**src/rtl/uart_pkg.sv**
```systemverilog
// uart_pkg
// Shared definitions for the UART transmit path: the transmitter state
// encoding, the legal range of data bits per frame and the parity type codes.
// Optional feature macro: UART_TX_BREAK_EN adds the BREAK and MAB states.
package uart_pkg;

    localparam int DATA_W_MIN = 5;
    localparam int DATA_W_MAX = 9;

    localparam logic PAR_EVEN = 1'b0;
    localparam logic PAR_ODD  = 1'b1;

`ifdef UART_TX_BREAK_EN
    typedef enum logic [2:0] {
        TX_IDLE   = 3'd0,
        TX_START  = 3'd1,
        TX_DATA   = 3'd2,
        TX_PARITY = 3'd3,
        TX_STOP   = 3'd4,
        TX_BREAK  = 3'd5,
        TX_MAB    = 3'd6
    } tx_state_e;
`else
    typedef enum logic [2:0] {
        TX_IDLE   = 3'd0,
        TX_START  = 3'd1,
        TX_DATA   = 3'd2,
        TX_PARITY = 3'd3,
        TX_STOP   = 3'd4
    } tx_state_e;
`endif

endpackage

```
**src/rtl/uart_tx_frame_if.sv**
```systemverilog
// uart_tx_frame_if
// Ready/valid word handshake between the host-side byte source and the
// UART transmitter.
//   data  : parallel word to send (DATA_W bits)
//   valid : data is valid, held by the source until accepted
//   ready : transmitter can take a word this cycle
// Modports: master = word source, slave = transmitter.
interface uart_tx_frame_if #(
    parameter int DATA_W = 8
);
    logic [DATA_W-1:0] data;
    logic              valid;
    logic              ready;

    modport master (output data, output valid, input ready);
    modport slave  (input data, input valid, output ready);
endinterface

```
**src/rtl/uart_baud_cnt.sv**
```systemverilog
// uart_baud_cnt
// Loadable down-counter that marks the last clock of every bit period.
//   i_clk, i_rst : clock and synchronous active-high reset
//   i_load       : reload the counter with i_load_val this edge
//   i_load_val   : bit period minus one, in clock cycles
//   i_en         : strobe is only meaningful while a frame is running
//   o_bit_end    : one-cycle strobe in the final clock of a bit period
module uart_baud_cnt #(
    parameter int DIV_W = 16
) (
    input  logic             i_clk,
    input  logic             i_rst,
    input  logic             i_load,
    input  logic [DIV_W-1:0] i_load_val,
    input  logic             i_en,
    output logic             o_bit_end
);

    logic [DIV_W-1:0] cnt_q, cnt_d;

    // Counting from N down to 0 gives N+1 clocks per bit; the owner reloads
    // in the same cycle that bit_end fires so consecutive bits abut.
    always_comb begin
        cnt_d = cnt_q;
        if (i_load) begin
            cnt_d = i_load_val;
        end else if (cnt_q != '0) begin
            cnt_d = cnt_q - DIV_W'(1);
        end
    end

    always_ff @(posedge i_clk) begin
        if (i_rst) begin
            cnt_q <= '0;
        end else begin
            cnt_q <= cnt_d;
        end
    end

    assign o_bit_end = i_en && (cnt_q == '0);

endmodule

```
**src/rtl/uart_tx_frame.sv**
```systemverilog
// uart_tx_frame
// Parametrised UART transmitter: START, DATA_W data bits LSB first, optional
// parity, one or two STOP bits, with a ready/valid word handshake that allows
// back-to-back frames without an idle gap.
// Optional feature macro: UART_TX_BREAK_EN (adds i_break, BREAK and MAB states).
// Ports:
//   i_clk, i_rst        : clock, synchronous active-high reset
//   i_baud_div          : bit period minus one (0 is treated as 1)
//   i_par_en, i_par_typ : parity enable, parity type (0 even, 1 odd)
//   i_stop2             : two stop bits when set
//   i_break             : hold the line low while idle (macro builds only)
//   bus                 : word handshake (slave side)
//   o_tx                : registered serial line, idle high
//   o_busy              : frame or break in progress
//   o_done              : pulse in the last clock of the final stop bit
module uart_tx_frame
    import uart_pkg::*;
#(
    parameter int DATA_W = 8,
    parameter int DIV_W  = 16
) (
    input  logic             i_clk,
    input  logic             i_rst,
    input  logic [DIV_W-1:0] i_baud_div,
    input  logic             i_par_en,
    input  logic             i_par_typ,
    input  logic             i_stop2,
`ifdef UART_TX_BREAK_EN
    input  logic             i_break,
`endif
    uart_tx_frame_if.slave   bus,
    output logic             o_tx,
    output logic             o_busy,
    output logic             o_done
);

    localparam int CNT_W = $clog2(DATA_W_MAX + 1);

    localparam logic [2:0] ST_IDLE   = TX_IDLE;
    localparam logic [2:0] ST_START  = TX_START;
    localparam logic [2:0] ST_DATA   = TX_DATA;
    localparam logic [2:0] ST_PARITY = TX_PARITY;
    localparam logic [2:0] ST_STOP   = TX_STOP;
`ifdef UART_TX_BREAK_EN
    localparam logic [2:0] ST_BREAK  = TX_BREAK;
    localparam logic [2:0] ST_MAB    = TX_MAB;
`endif

    logic [2:0]        state_q, state_d;
    logic [DATA_W-1:0] shift_q, shift_d;
    logic [CNT_W-1:0]  bit_cnt_q, bit_cnt_d;
    logic              par_bit_q, par_bit_d;
    logic              par_en_q, par_en_d;
    logic              stop2_q, stop2_d;
    logic [DIV_W-1:0]  div_q, div_d;
    logic              tx_q, tx_d;
    logic              busy_q, busy_d;

    logic [DIV_W-1:0]  div_eff;
    logic              idle_ready;
    logic              done_win;
    logic              accept;
    logic              mab_enter;
    logic              cnt_en;
    logic              cnt_load;
    logic [DIV_W-1:0]  cnt_load_val;
    logic              bit_end;

    assign div_eff = (i_baud_div == '0) ? DIV_W'(1) : i_baud_div;

    // A held break request takes the idle slot, so no word is accepted then.
`ifdef UART_TX_BREAK_EN
    assign idle_ready = (state_q == ST_IDLE) && !i_break;
    assign mab_enter  = (state_q == ST_BREAK) && !i_break;
    assign cnt_en     = (state_q != ST_IDLE) && (state_q != ST_BREAK);
`else
    assign idle_ready = (state_q == ST_IDLE);
    assign mab_enter  = 1'b0;
    assign cnt_en     = (state_q != ST_IDLE);
`endif

    // Last clock of the final stop bit; with two stop bits the bit counter
    // holds the stop-bit index.
    assign done_win  = (state_q == ST_STOP) && bit_end &&
                       (!stop2_q || (bit_cnt_q == CNT_W'(1)));
    assign bus.ready = !i_rst && (idle_ready || done_win);
    assign accept    = bus.valid && bus.ready;
    assign o_done    = !i_rst && done_win;

    // Fresh words and the mark-after-break use the live divider; bits inside
    // a frame reuse the value captured when the word was accepted.
    assign cnt_load     = accept || bit_end || mab_enter;
    assign cnt_load_val = (accept || mab_enter) ? div_eff : div_q;

    uart_baud_cnt #(
        .DIV_W (DIV_W)
    ) u_baud_cnt (
        .i_clk      (i_clk),
        .i_rst      (i_rst),
        .i_load     (cnt_load),
        .i_load_val (cnt_load_val),
        .i_en       (cnt_en),
        .o_bit_end  (bit_end)
    );

    // Frame sequencing: every transition happens on a bit boundary, and the
    // word/configuration capture overrides the per-state updates on accept.
    always_comb begin
        state_d   = state_q;
        shift_d   = shift_q;
        bit_cnt_d = bit_cnt_q;
        par_bit_d = par_bit_q;
        par_en_d  = par_en_q;
        stop2_d   = stop2_q;
        div_d     = div_q;

        case (state_q)
            ST_IDLE: begin
`ifdef UART_TX_BREAK_EN
                if (i_break) begin
                    state_d = ST_BREAK;
                end else
`endif
                if (accept) begin
                    state_d = ST_START;
                end
            end
            ST_START: begin
                if (bit_end) begin
                    state_d   = ST_DATA;
                    bit_cnt_d = '0;
                end
            end
            ST_DATA: begin
                if (bit_end) begin
                    shift_d = shift_q >> 1;
                    if (bit_cnt_q == CNT_W'(DATA_W - 1)) begin
                        bit_cnt_d = '0;
                        state_d   = par_en_q ? ST_PARITY : ST_STOP;
                    end else begin
                        bit_cnt_d = bit_cnt_q + CNT_W'(1);
                    end
                end
            end
            ST_PARITY: begin
                if (bit_end) begin
                    state_d = ST_STOP;
                end
            end
            ST_STOP: begin
                if (bit_end) begin
                    if (stop2_q && (bit_cnt_q == '0)) begin
                        bit_cnt_d = CNT_W'(1);
                    end else begin
                        bit_cnt_d = '0;
                        state_d   = accept ? ST_START : ST_IDLE;
                    end
                end
            end
`ifdef UART_TX_BREAK_EN
            ST_BREAK: begin
                if (!i_break) begin
                    state_d = ST_MAB;
                end
            end
            ST_MAB: begin
                if (bit_end) begin
                    state_d = ST_IDLE;
                end
            end
`endif
            default: begin
                state_d = ST_IDLE;
            end
        endcase

        if (accept) begin
            shift_d   = bus.data;
            par_bit_d = (^bus.data) ^ (i_par_typ == PAR_ODD);
            par_en_d  = i_par_en;
            stop2_d   = i_stop2;
            div_d     = div_eff;
            bit_cnt_d = '0;
        end
    end

    // The line and busy flag follow the state one clock later, which keeps
    // o_tx glitch-free and gives the one-cycle accept-to-start latency.
    always_comb begin
        case (state_q)
            ST_START:  tx_d = 1'b0;
            ST_DATA:   tx_d = shift_q[0];
            ST_PARITY: tx_d = par_bit_q;
`ifdef UART_TX_BREAK_EN
            ST_BREAK:  tx_d = 1'b0;
`endif
            default:   tx_d = 1'b1;
        endcase
        busy_d = (state_q != ST_IDLE);
    end

    always_ff @(posedge i_clk) begin
        if (i_rst) begin
            state_q   <= ST_IDLE;
            shift_q   <= '0;
            bit_cnt_q <= '0;
            par_bit_q <= 1'b0;
            par_en_q  <= 1'b0;
            stop2_q   <= 1'b0;
            div_q     <= '0;
            tx_q      <= 1'b1;
            busy_q    <= 1'b0;
        end else begin
            state_q   <= state_d;
            shift_q   <= shift_d;
            bit_cnt_q <= bit_cnt_d;
            par_bit_q <= par_bit_d;
            par_en_q  <= par_en_d;
            stop2_q   <= stop2_d;
            div_q     <= div_d;
            tx_q      <= tx_d;
            busy_q    <= busy_d;
        end
    end

    assign o_tx   = tx_q;
    assign o_busy = busy_q;

endmodule

```
**src/flat_wrapper.sv**
```systemverilog
// flat-port wrapper written by rule: the top's interface ports become plain ports
module uart_tx_frame_flat import uart_pkg::*;
#(
    parameter int DATA_W = 8,
    parameter int DIV_W  = 16
)
  (i_clk, i_rst, i_baud_div, i_par_en, i_par_typ, i_stop2, o_tx, o_busy, o_done, bus_data, bus_valid, bus_ready);
  uart_tx_frame_if #(.DATA_W(DATA_W)) bus_i ();
  input  logic i_clk;
  input  logic i_rst;
  input  logic [DIV_W-1:0] i_baud_div;
  input  logic i_par_en;
  input  logic i_par_typ;
  input  logic i_stop2;
  output logic o_tx;
  output logic o_busy;
  output logic o_done;
  input wire logic [$bits(bus_i.data)-1:0] bus_data;
  input wire logic [$bits(bus_i.valid)-1:0] bus_valid;
  output wire logic [$bits(bus_i.ready)-1:0] bus_ready;
  assign bus_i.data = bus_data;
  assign bus_i.valid = bus_valid;
  assign bus_ready = bus_i.ready;
  uart_tx_frame #(.DATA_W(DATA_W), .DIV_W(DIV_W)) u_core (.i_clk(i_clk), .i_rst(i_rst), .i_baud_div(i_baud_div), .i_par_en(i_par_en), .i_par_typ(i_par_typ), .i_stop2(i_stop2), .bus(bus_i), .o_tx(o_tx), .o_busy(o_busy), .o_done(o_done));
endmodule
```
**config.mk**
```make
export PLATFORM = sky130hd
export DESIGN_NAME = uart_tx_frame_flat
export DESIGN_NICKNAME = d
export VERILOG_FILES = /design/src/rtl/uart_pkg.sv /design/src/rtl/uart_tx_frame_if.sv /design/src/rtl/uart_baud_cnt.sv /design/src/rtl/uart_tx_frame.sv /design/src/flat_wrapper.sv
export SDC_FILE = /design/constraint.sdc
export NUM_CORES = 1
export LEC_CHECK = 0
export ABC_CLOCK_PERIOD_IN_PS = 2200
export CELL_PAD_IN_SITES_DETAIL_PLACEMENT = 1
export CELL_PAD_IN_SITES_GLOBAL_PLACEMENT = 2
export CORE_MARGIN = 4
export CORE_UTILIZATION = 29
export DETAILED_ROUTE_END_ITERATION = 10
export PLACE_DENSITY = 0.84
export RECOVER_POWER = 100
export SLEW_MARGIN = 25
export SYNTH_ARGS = -nofsm -noshare
export SYNTH_HDL_FRONTEND = slang
export SYNTH_SLANG_ARGS = --single-unit
export TNS_END_PERCENT = 100
```
**constraint.sdc**
```tcl
create_clock -name i_clk -period 2.2 [get_ports i_clk]
set_input_delay 0.66 -clock i_clk [delete_from_list [all_inputs] [get_ports i_clk]]
set_output_delay 0.66 -clock i_clk [all_outputs]
set_load 0.05 [all_outputs]
```
* After elaboration in Yosys (flattened, before gate mapping)
Cells that the tools add are included.
Cells by class: add/sub/neg operators 2, eq/ne operators 13, muxes and demuxes 24, bitwise gates (word level) 1, reduce and logical (&&, ||, !) cells 27
Operator list (count):
- $mux 16 | 4
- $logic_not 16->1 | 2
- $mux 3 | 8
- $mux 8 | 3
- $mux 4 | 4
- $reduce_bool 16->1 | 1
- $sub 16x1->16 const B | 1
- $pmux 3 s5 | 1
- $pmux 4 s3 | 1
- $ne 2x1->1 const B | 5
- $reduce_xor 8->1 | 1
- $logic_and 1x1->1 | 7
- $reduce_and 7->1 | 1
- $eq 3x2->1 const B | 2
- $reduce_bool 2->1 | 3
- $reduce_bool 3->1 | 2
- $add 4x1->4 const B | 1
- $eq 4x1->1 const B | 1
- $eq 4x3->1 const B | 1
- $logic_not 4->1 | 1
- $ne 2x2->1 const B | 2
- $reduce_and 4->1 | 1
- $eq 3x1->1 const B | 1
- $eq 3x3->1 const B | 1
- 8 further kinds | 12
Word-level totals: flip-flop bits (word level) 52, word-level logic and storage cells 77

* Depth between registers and ports, before layout
Gate-level depths: netlist of the first run.
depth after elaboration 11, depth in mapped cells 10, mapped depth without buffers 8

* Hierarchy
Synthesis of the first run repeated with hierarchy kept, for this count alone.
Unflattened totals: cells, all modules 308, area, all modules 2798.9 um2
By module, submodules not included:
- uart_tx_frame | instances 1, cells each 205, area each 1854.3 um2
- uart_baud_cnt | instances 1, cells each 103, area each 944.7 um2

* Worst setup path before layout of the first run
No wires, ideal clock.
kind register to output, start register u_core.u_baud_cnt.cnt_q[0], end output port bus_ready, arrival time 2.215 ns, path slack -0.675 ns, cell stages (with the launch flop) 8, buffers on the path 1, cell sequence dfxtp_1 inv_1 ha_1 nor4b_4 and4_2 clkbuf_1 nand2_1 a21oi_1
On the way: longest elaborated chain between the ends 6
Ends and longest elaborated chain:
- from (decl) | RTL line uart_baud_cnt.sv:19 | logic [DIV_W-1:0] cnt_q, cnt_d;
- from (signal assigned) | RTL line uart_baud_cnt.sv:36 | cnt_q <= cnt_d;
- $logic_not 16->1 | RTL line uart_baud_cnt.sv:40 | assign o_bit_end = i_en && (cnt_q == '0);
- $logic_and 1x1->1 | RTL line uart_baud_cnt.sv:40
- $logic_and 1x1->1 (2 in series) | RTL line uart_tx_frame.sv:84 | assign done_win = (state_q == ST_STOP) && bit_end &&
- $logic_or 1x1->1 | RTL line uart_tx_frame.sv:86 | assign bus.ready = !i_rst && (idle_ready || done_win);
- $logic_and 1x1->1 | RTL line uart_tx_frame.sv:86
- to (decl) | RTL line flat_wrapper.sv:20 | output wire logic [$bits(bus_i.ready)-1:0] bus_ready;
Every way passes these cells.

* Worst setup path in the final report of the first run
start register u_core.bit_cnt_q[1], end output port bus_ready
On the way: longest elaborated chain between the ends 5
Ends and longest elaborated chain:
- from (decl) | RTL line uart_tx_frame.sv:51 | logic [CNT_W-1:0] bit_cnt_q, bit_cnt_d;
- from (signal assigned) | RTL line uart_tx_frame.sv:216 | bit_cnt_q <= bit_cnt_d;
- $eq 4x1->1 | RTL line uart_tx_frame.sv:85 | (!stop2_q || (bit_cnt_q == CNT_W'(1)));
- $logic_or 1x1->1 | RTL line uart_tx_frame.sv:85
- $logic_and 1x1->1 | RTL line uart_tx_frame.sv:84
- $logic_or 1x1->1 | RTL line uart_tx_frame.sv:86
- $logic_and 1x1->1 | RTL line uart_tx_frame.sv:86
Every way passes these cells.

==> summary.txt, run 1 <==
Clock network
  – Maximum level of the CTS H-tree: 2
  – Insertion delay to the later sink of the worst-skew pair: 310 ps
  – CTS Hold Buffers Added: 0
  – Clk Tree Root Cell: sky130_fd_sc_hd__clkbuf_8
  – Number of buffers created by CTS: 5
  – Clock transition at the registers of the reported paths: ~100 ps
  – TritonCTS clock tree: built
  – Clock sink total: 52
  – Clk buf depth: 2

Global route
  – Global-route usage over all layers: 16.0%
  – Vias in the first global route: 2,974
  – Largest net degree at the start of global routing: 40
  – Global-route wire length before repair: 14,600 um
  – Initial antenna violation count: 0
  – Congestion Overflow GR: 0

Floorplanning
  – Area inside the core boundary: 0.00924 sq mm
  – Die height: between 100 and 150 um
  – Full die area: 0.0111 sq mm
  – Count of pins on the block boundary: 34
  – Count of standard-cell rows: 35
  – Effective utilization at floorplan: between 20% and 30%
  – DIE WIDTH: 105 um

Placed design
  – Gp weighted congestion: 0.837
  – Count of input and output buffers: 33
  – Post-DP Area: between 0.003 and 0.004 sq mm
  – Half-perimeter wire length after detailed placement: 6270 um

Drt
  – Starting DRT DRC Count: 93
  – Via count normalized by instance count: 5.08
  – Final routed wirelength across all metal layers: 8600 um
  – Number of optimization iterations in the first detailed-route pass: 4
  – Routed wire length per instance: 15.4 um
  – Remaining design rule violation count: 0
  – Detail Route Antenna Nets: 0
  – DR vias: 2,842

Flow run
  – Number of max-capacitance violations reported: 0

Timing
  – Final Hold Viols: 0
  – Tightest Pin Transition: a little under 900 ps
  – Highest achievable clock rate: 408 MHz
  – Count of final max-slew check failures: 0
  – Sum of negative setup slack: -2480 ps
  – Largest clock skew in the final design: around 13 ps
  – Post-route minimum period: 2450 ps
  – Setup slack after layout: -251 ps
  – RSZ-0062 raised after global routing: true
  – Total setup violations reported at the end of the flow: 27
  – Headroom to the max-slew limit: 40.9%
  – Final clock period utilization by the worst path: 111%

Layout
  – Share of post-route cells with drive strength above 1: 21.8%
  – Area of all placed cells without fillers: 0.00379 sq mm
  – Fillers: 1,128
  – Post-layout nets: roughly 470
  – Register area: 0.00105 sq mm
  – Utilization after layout: 41.0%
  – Area growth, synth to finish: 38.0%
  – Area of combinational cells with multiple inputs: between 0.0015 and 0.002 sq mm
  – Antenna cells: 0

Worst setup path
  – Setup crit start kind: flop
  – Crit path top cell by count: sky130_fd_sc_hd__a21oi_4
  – Ordered cell list for the critical path: inv_2 > ha_4 > or3b_4 > a21oi_4 > nand2_8 > a21oi_4 > buf_12
  – Critical Path RT: 1540 ps
  – Highest cell delay on the worst timing path: a little under 400 ps
  – Category of the worst setup path capture point: output port
  – Slowest stage cell, crit path: sky130_fd_sc_hd__or3b_4
  – Data arrival at the endpoint of the critical path: 1790 ps
  – CP Class: reg2out
  – Crit-path max FO: 3

Synth
  – Average instance area after synthesis: 7.71 sq um
  – Xor and xnor area share after synthesis: under 10%
  – Leading post-synthesis cells by cell area: sky130_fd_sc_hd__dfxtp_1 38%, sky130_fd_sc_hd__nand2_1 10%, sky130_fd_sc_hd__a21oi_1 7.7%
  – Post-synthesis share of cell area spent on full adders, half adders and majority gates: 2.28%
  – Most common flop cell mapped by yosys: sky130_fd_sc_hd__dfxtp_1
  – Gate count after technology mapping: 356
  – Synth warnings: 0
  – Synthesized Nets: 391
  – Synth Area in Compound Gates: 21.4%
  – Number of synthesized flops with an enable pin: 0
  – Mux contribution to synthesized area: 0%
  – Post-synthesis cell area: 0.00274 sq mm
  – Seq/Total Area, Yosys: between 30 and 40%
  – Distinct cell type count after synthesis: 50
  – Cell with the most instances after synthesis: sky130_fd_sc_hd__nand2_1
  – Largest family of logic cells by synthesized area: simple AND/OR/NAND/NOR gates
  – Simple-Gate Fraction of Synth Area: 27.9%
  – Async set-or-reset flop fraction in the synthesized netlist: 0%
  – Cell taking the most area after synthesis: sky130_fd_sc_hd__dfxtp_1
  – Commonest cells in the netlist: 75 x sky130_fd_sc_hd__nand2_1, 52 x sky130_fd_sc_hd__dfxtp_1, 42 x sky130_fd_sc_hd__a21oi_1
  – Synthesis-stage register bit count: 52
  – Post-synth top area share: a little under two fifths

Outcome
  – Violations in the final reports: negative setup slack
  – Status: finished, violations left

Power and ir drop
  – Total power per unit cell area: 1170 mW/mm^2
  – Worst voltage drop across the vdd grid: 404 uV
  – P_leak: 0.00142 uW
  – Post-layout total power: 4450 uW

Worst hold path
  – Worst min-delay path class: reg2reg
-- cell families (layout without fill, tap and decap cells) --
group	Yosys count	after routing
AND/OR/NAND/NOR	157	157
AO/OA/AOI/OAI	94	94
flip-flops	52	52
buffers and inverters	29	104
XOR/XNOR	19	19
adder cells (fa/ha/maj)	5	5
-- cells in the final DEF (no fill, tap or decap), types with 2 or more instances in the layout --
cell type	instances
sky130_fd_sc_hd__a21oi_1	38
sky130_fd_sc_hd__ha_4	2
sky130_fd_sc_hd__nor3b_1	3
sky130_fd_sc_hd__buf_4	52
sky130_fd_sc_hd__nand4_1	2
sky130_fd_sc_hd__a21o_1	3
sky130_fd_sc_hd__clkbuf_2	2
sky130_fd_sc_hd__dfxtp_2	4
sky130_fd_sc_hd__inv_2	2
sky130_fd_sc_hd__dfxtp_1	48
sky130_fd_sc_hd__and4_4	2
sky130_fd_sc_hd__nor4_1	7
sky130_fd_sc_hd__clkbuf_8	5
sky130_fd_sc_hd__o211ai_1	10
sky130_fd_sc_hd__a31oi_1	7
sky130_fd_sc_hd__a211oi_1	3
sky130_fd_sc_hd__nor3_1	6
sky130_fd_sc_hd__nor2_1	30
sky130_fd_sc_hd__o31ai_1	3
sky130_fd_sc_hd__inv_1	5
sky130_fd_sc_hd__a21oi_2	2
sky130_fd_sc_hd__nand3_1	13
sky130_fd_sc_hd__a22oi_1	2
sky130_fd_sc_hd__nand2_1	74
sky130_fd_sc_hd__or4_1	2
sky130_fd_sc_hd__a21oi_4	2
sky130_fd_sc_hd__ha_1	3
sky130_fd_sc_hd__nand4b_1	2
sky130_fd_sc_hd__buf_12	3
sky130_fd_sc_hd__a31o_2	2
sky130_fd_sc_hd__xnor2_1	10
sky130_fd_sc_hd__xor2_1	9
sky130_fd_sc_hd__o21ai_0	10
sky130_fd_sc_hd__clkdlybuf4s50_1	31
sky130_fd_sc_hd__a311oi_1	5
-- through the flow --
step / std cells / setup slack (ps) / hold WS (ps)
6_report: 560 / -251 / 462
5_1_grt: 560 / -329 / 482
4_1_cts: 554 / -310 / 462
3_5_place_dp: 539 / -252 / 449
3_3_place_gp: 539 / -199 / 442
2_1_floorplan: 356 / -30.1 / 432
-- sequential cells by signal, indices dropped and copies added, names as in the netlist, 3 cells and up --
| register | count |
|---|---|
| u_core.bit_cnt_q | 4 |
| u_core.state_q | 3 |
| u_core.u_baud_cnt.cnt_q | 16 |
| u_core.shift_q | 8 |
| u_core.div_q | 16 |
-- final timing paths --
path / from / to / slack (ps) / cells after the start
max: u_core.bit_cnt_q[1] / bus_ready / -250 / 7
max reg2reg: u_core.bit_cnt_q[1] / u_core.div_q[14] / -60 / 9
min reg2reg: u_core.div_q[6] / u_core.div_q[6] / 460 / 2
min: u_core.div_q[6] / u_core.div_q[6] / 460 / 2
-- layout make-up --
class	instances	share of cell area, %
Tap cell	129	4.26
Inverter	8	0.859
Clock buffer	6	1.92
Clock inverter	2	0.925
Sequential cell	52	27.6
Multi-Input combinational cell	275	44.1
Timing Repair Buffer	88	20.4
-- per-layer routing --
layer	GRT usage [%]	routed length [um]	vias to the layer above
met5	0	0	-
met4	5.15	152	0
met3	1.78	162	12
met2	27.0	4220	33
met1	21.2	4070	1393
li1	-	-	1404
-- power by group --
part	internal, uW	leakage (uW)	switching [uW]
registers	1170	0.000427	199
logic	1130	0.000937	1280
clock network	339	0.0000552	338
-- worst max-delay path: cells and delay by family (launching register included) --
kind,cells,cell delay (ps)
AOI/OAI and AO/OA,2,340
buffers and inverters,2,220
DFF,1,330
and+or+nand+nor,2,470
adders and majority gates,1,120
-- timing repair --
action | CTS | global route
hold endpoints to repair | 0 | 0
endpoints found under the setup margin | 5 | 46
pin swaps | 6 | 7
gates resized for setup | 6 | 4
buffers inserted | 7 | 6
(Power assumes the default switching activity.)
==> run 2, diff against run 1 <==
--- a/config.mk
+++ b/config.mk
@@ -5,7 +5,6 @@
 export SDC_FILE = /design/constraint.sdc
 export NUM_CORES = 1
 export LEC_CHECK = 0
-export ABC_CLOCK_PERIOD_IN_PS = 2200
 export CELL_PAD_IN_SITES_DETAIL_PLACEMENT = 1
 export CELL_PAD_IN_SITES_GLOBAL_PLACEMENT = 2
 export CORE_MARGIN = 4
@@ -13,6 +12,7 @@
 export DETAILED_ROUTE_END_ITERATION = 10
 export PLACE_DENSITY = 0.84
 export RECOVER_POWER = 100
+export SKIP_LAST_GASP = 1
 export SLEW_MARGIN = 25
 export SYNTH_ARGS = -nofsm -noshare
 export SYNTH_HDL_FRONTEND = slang
==> results of run 2 <==
No change in the layout: final DEF, timing and power equal those of run 1.
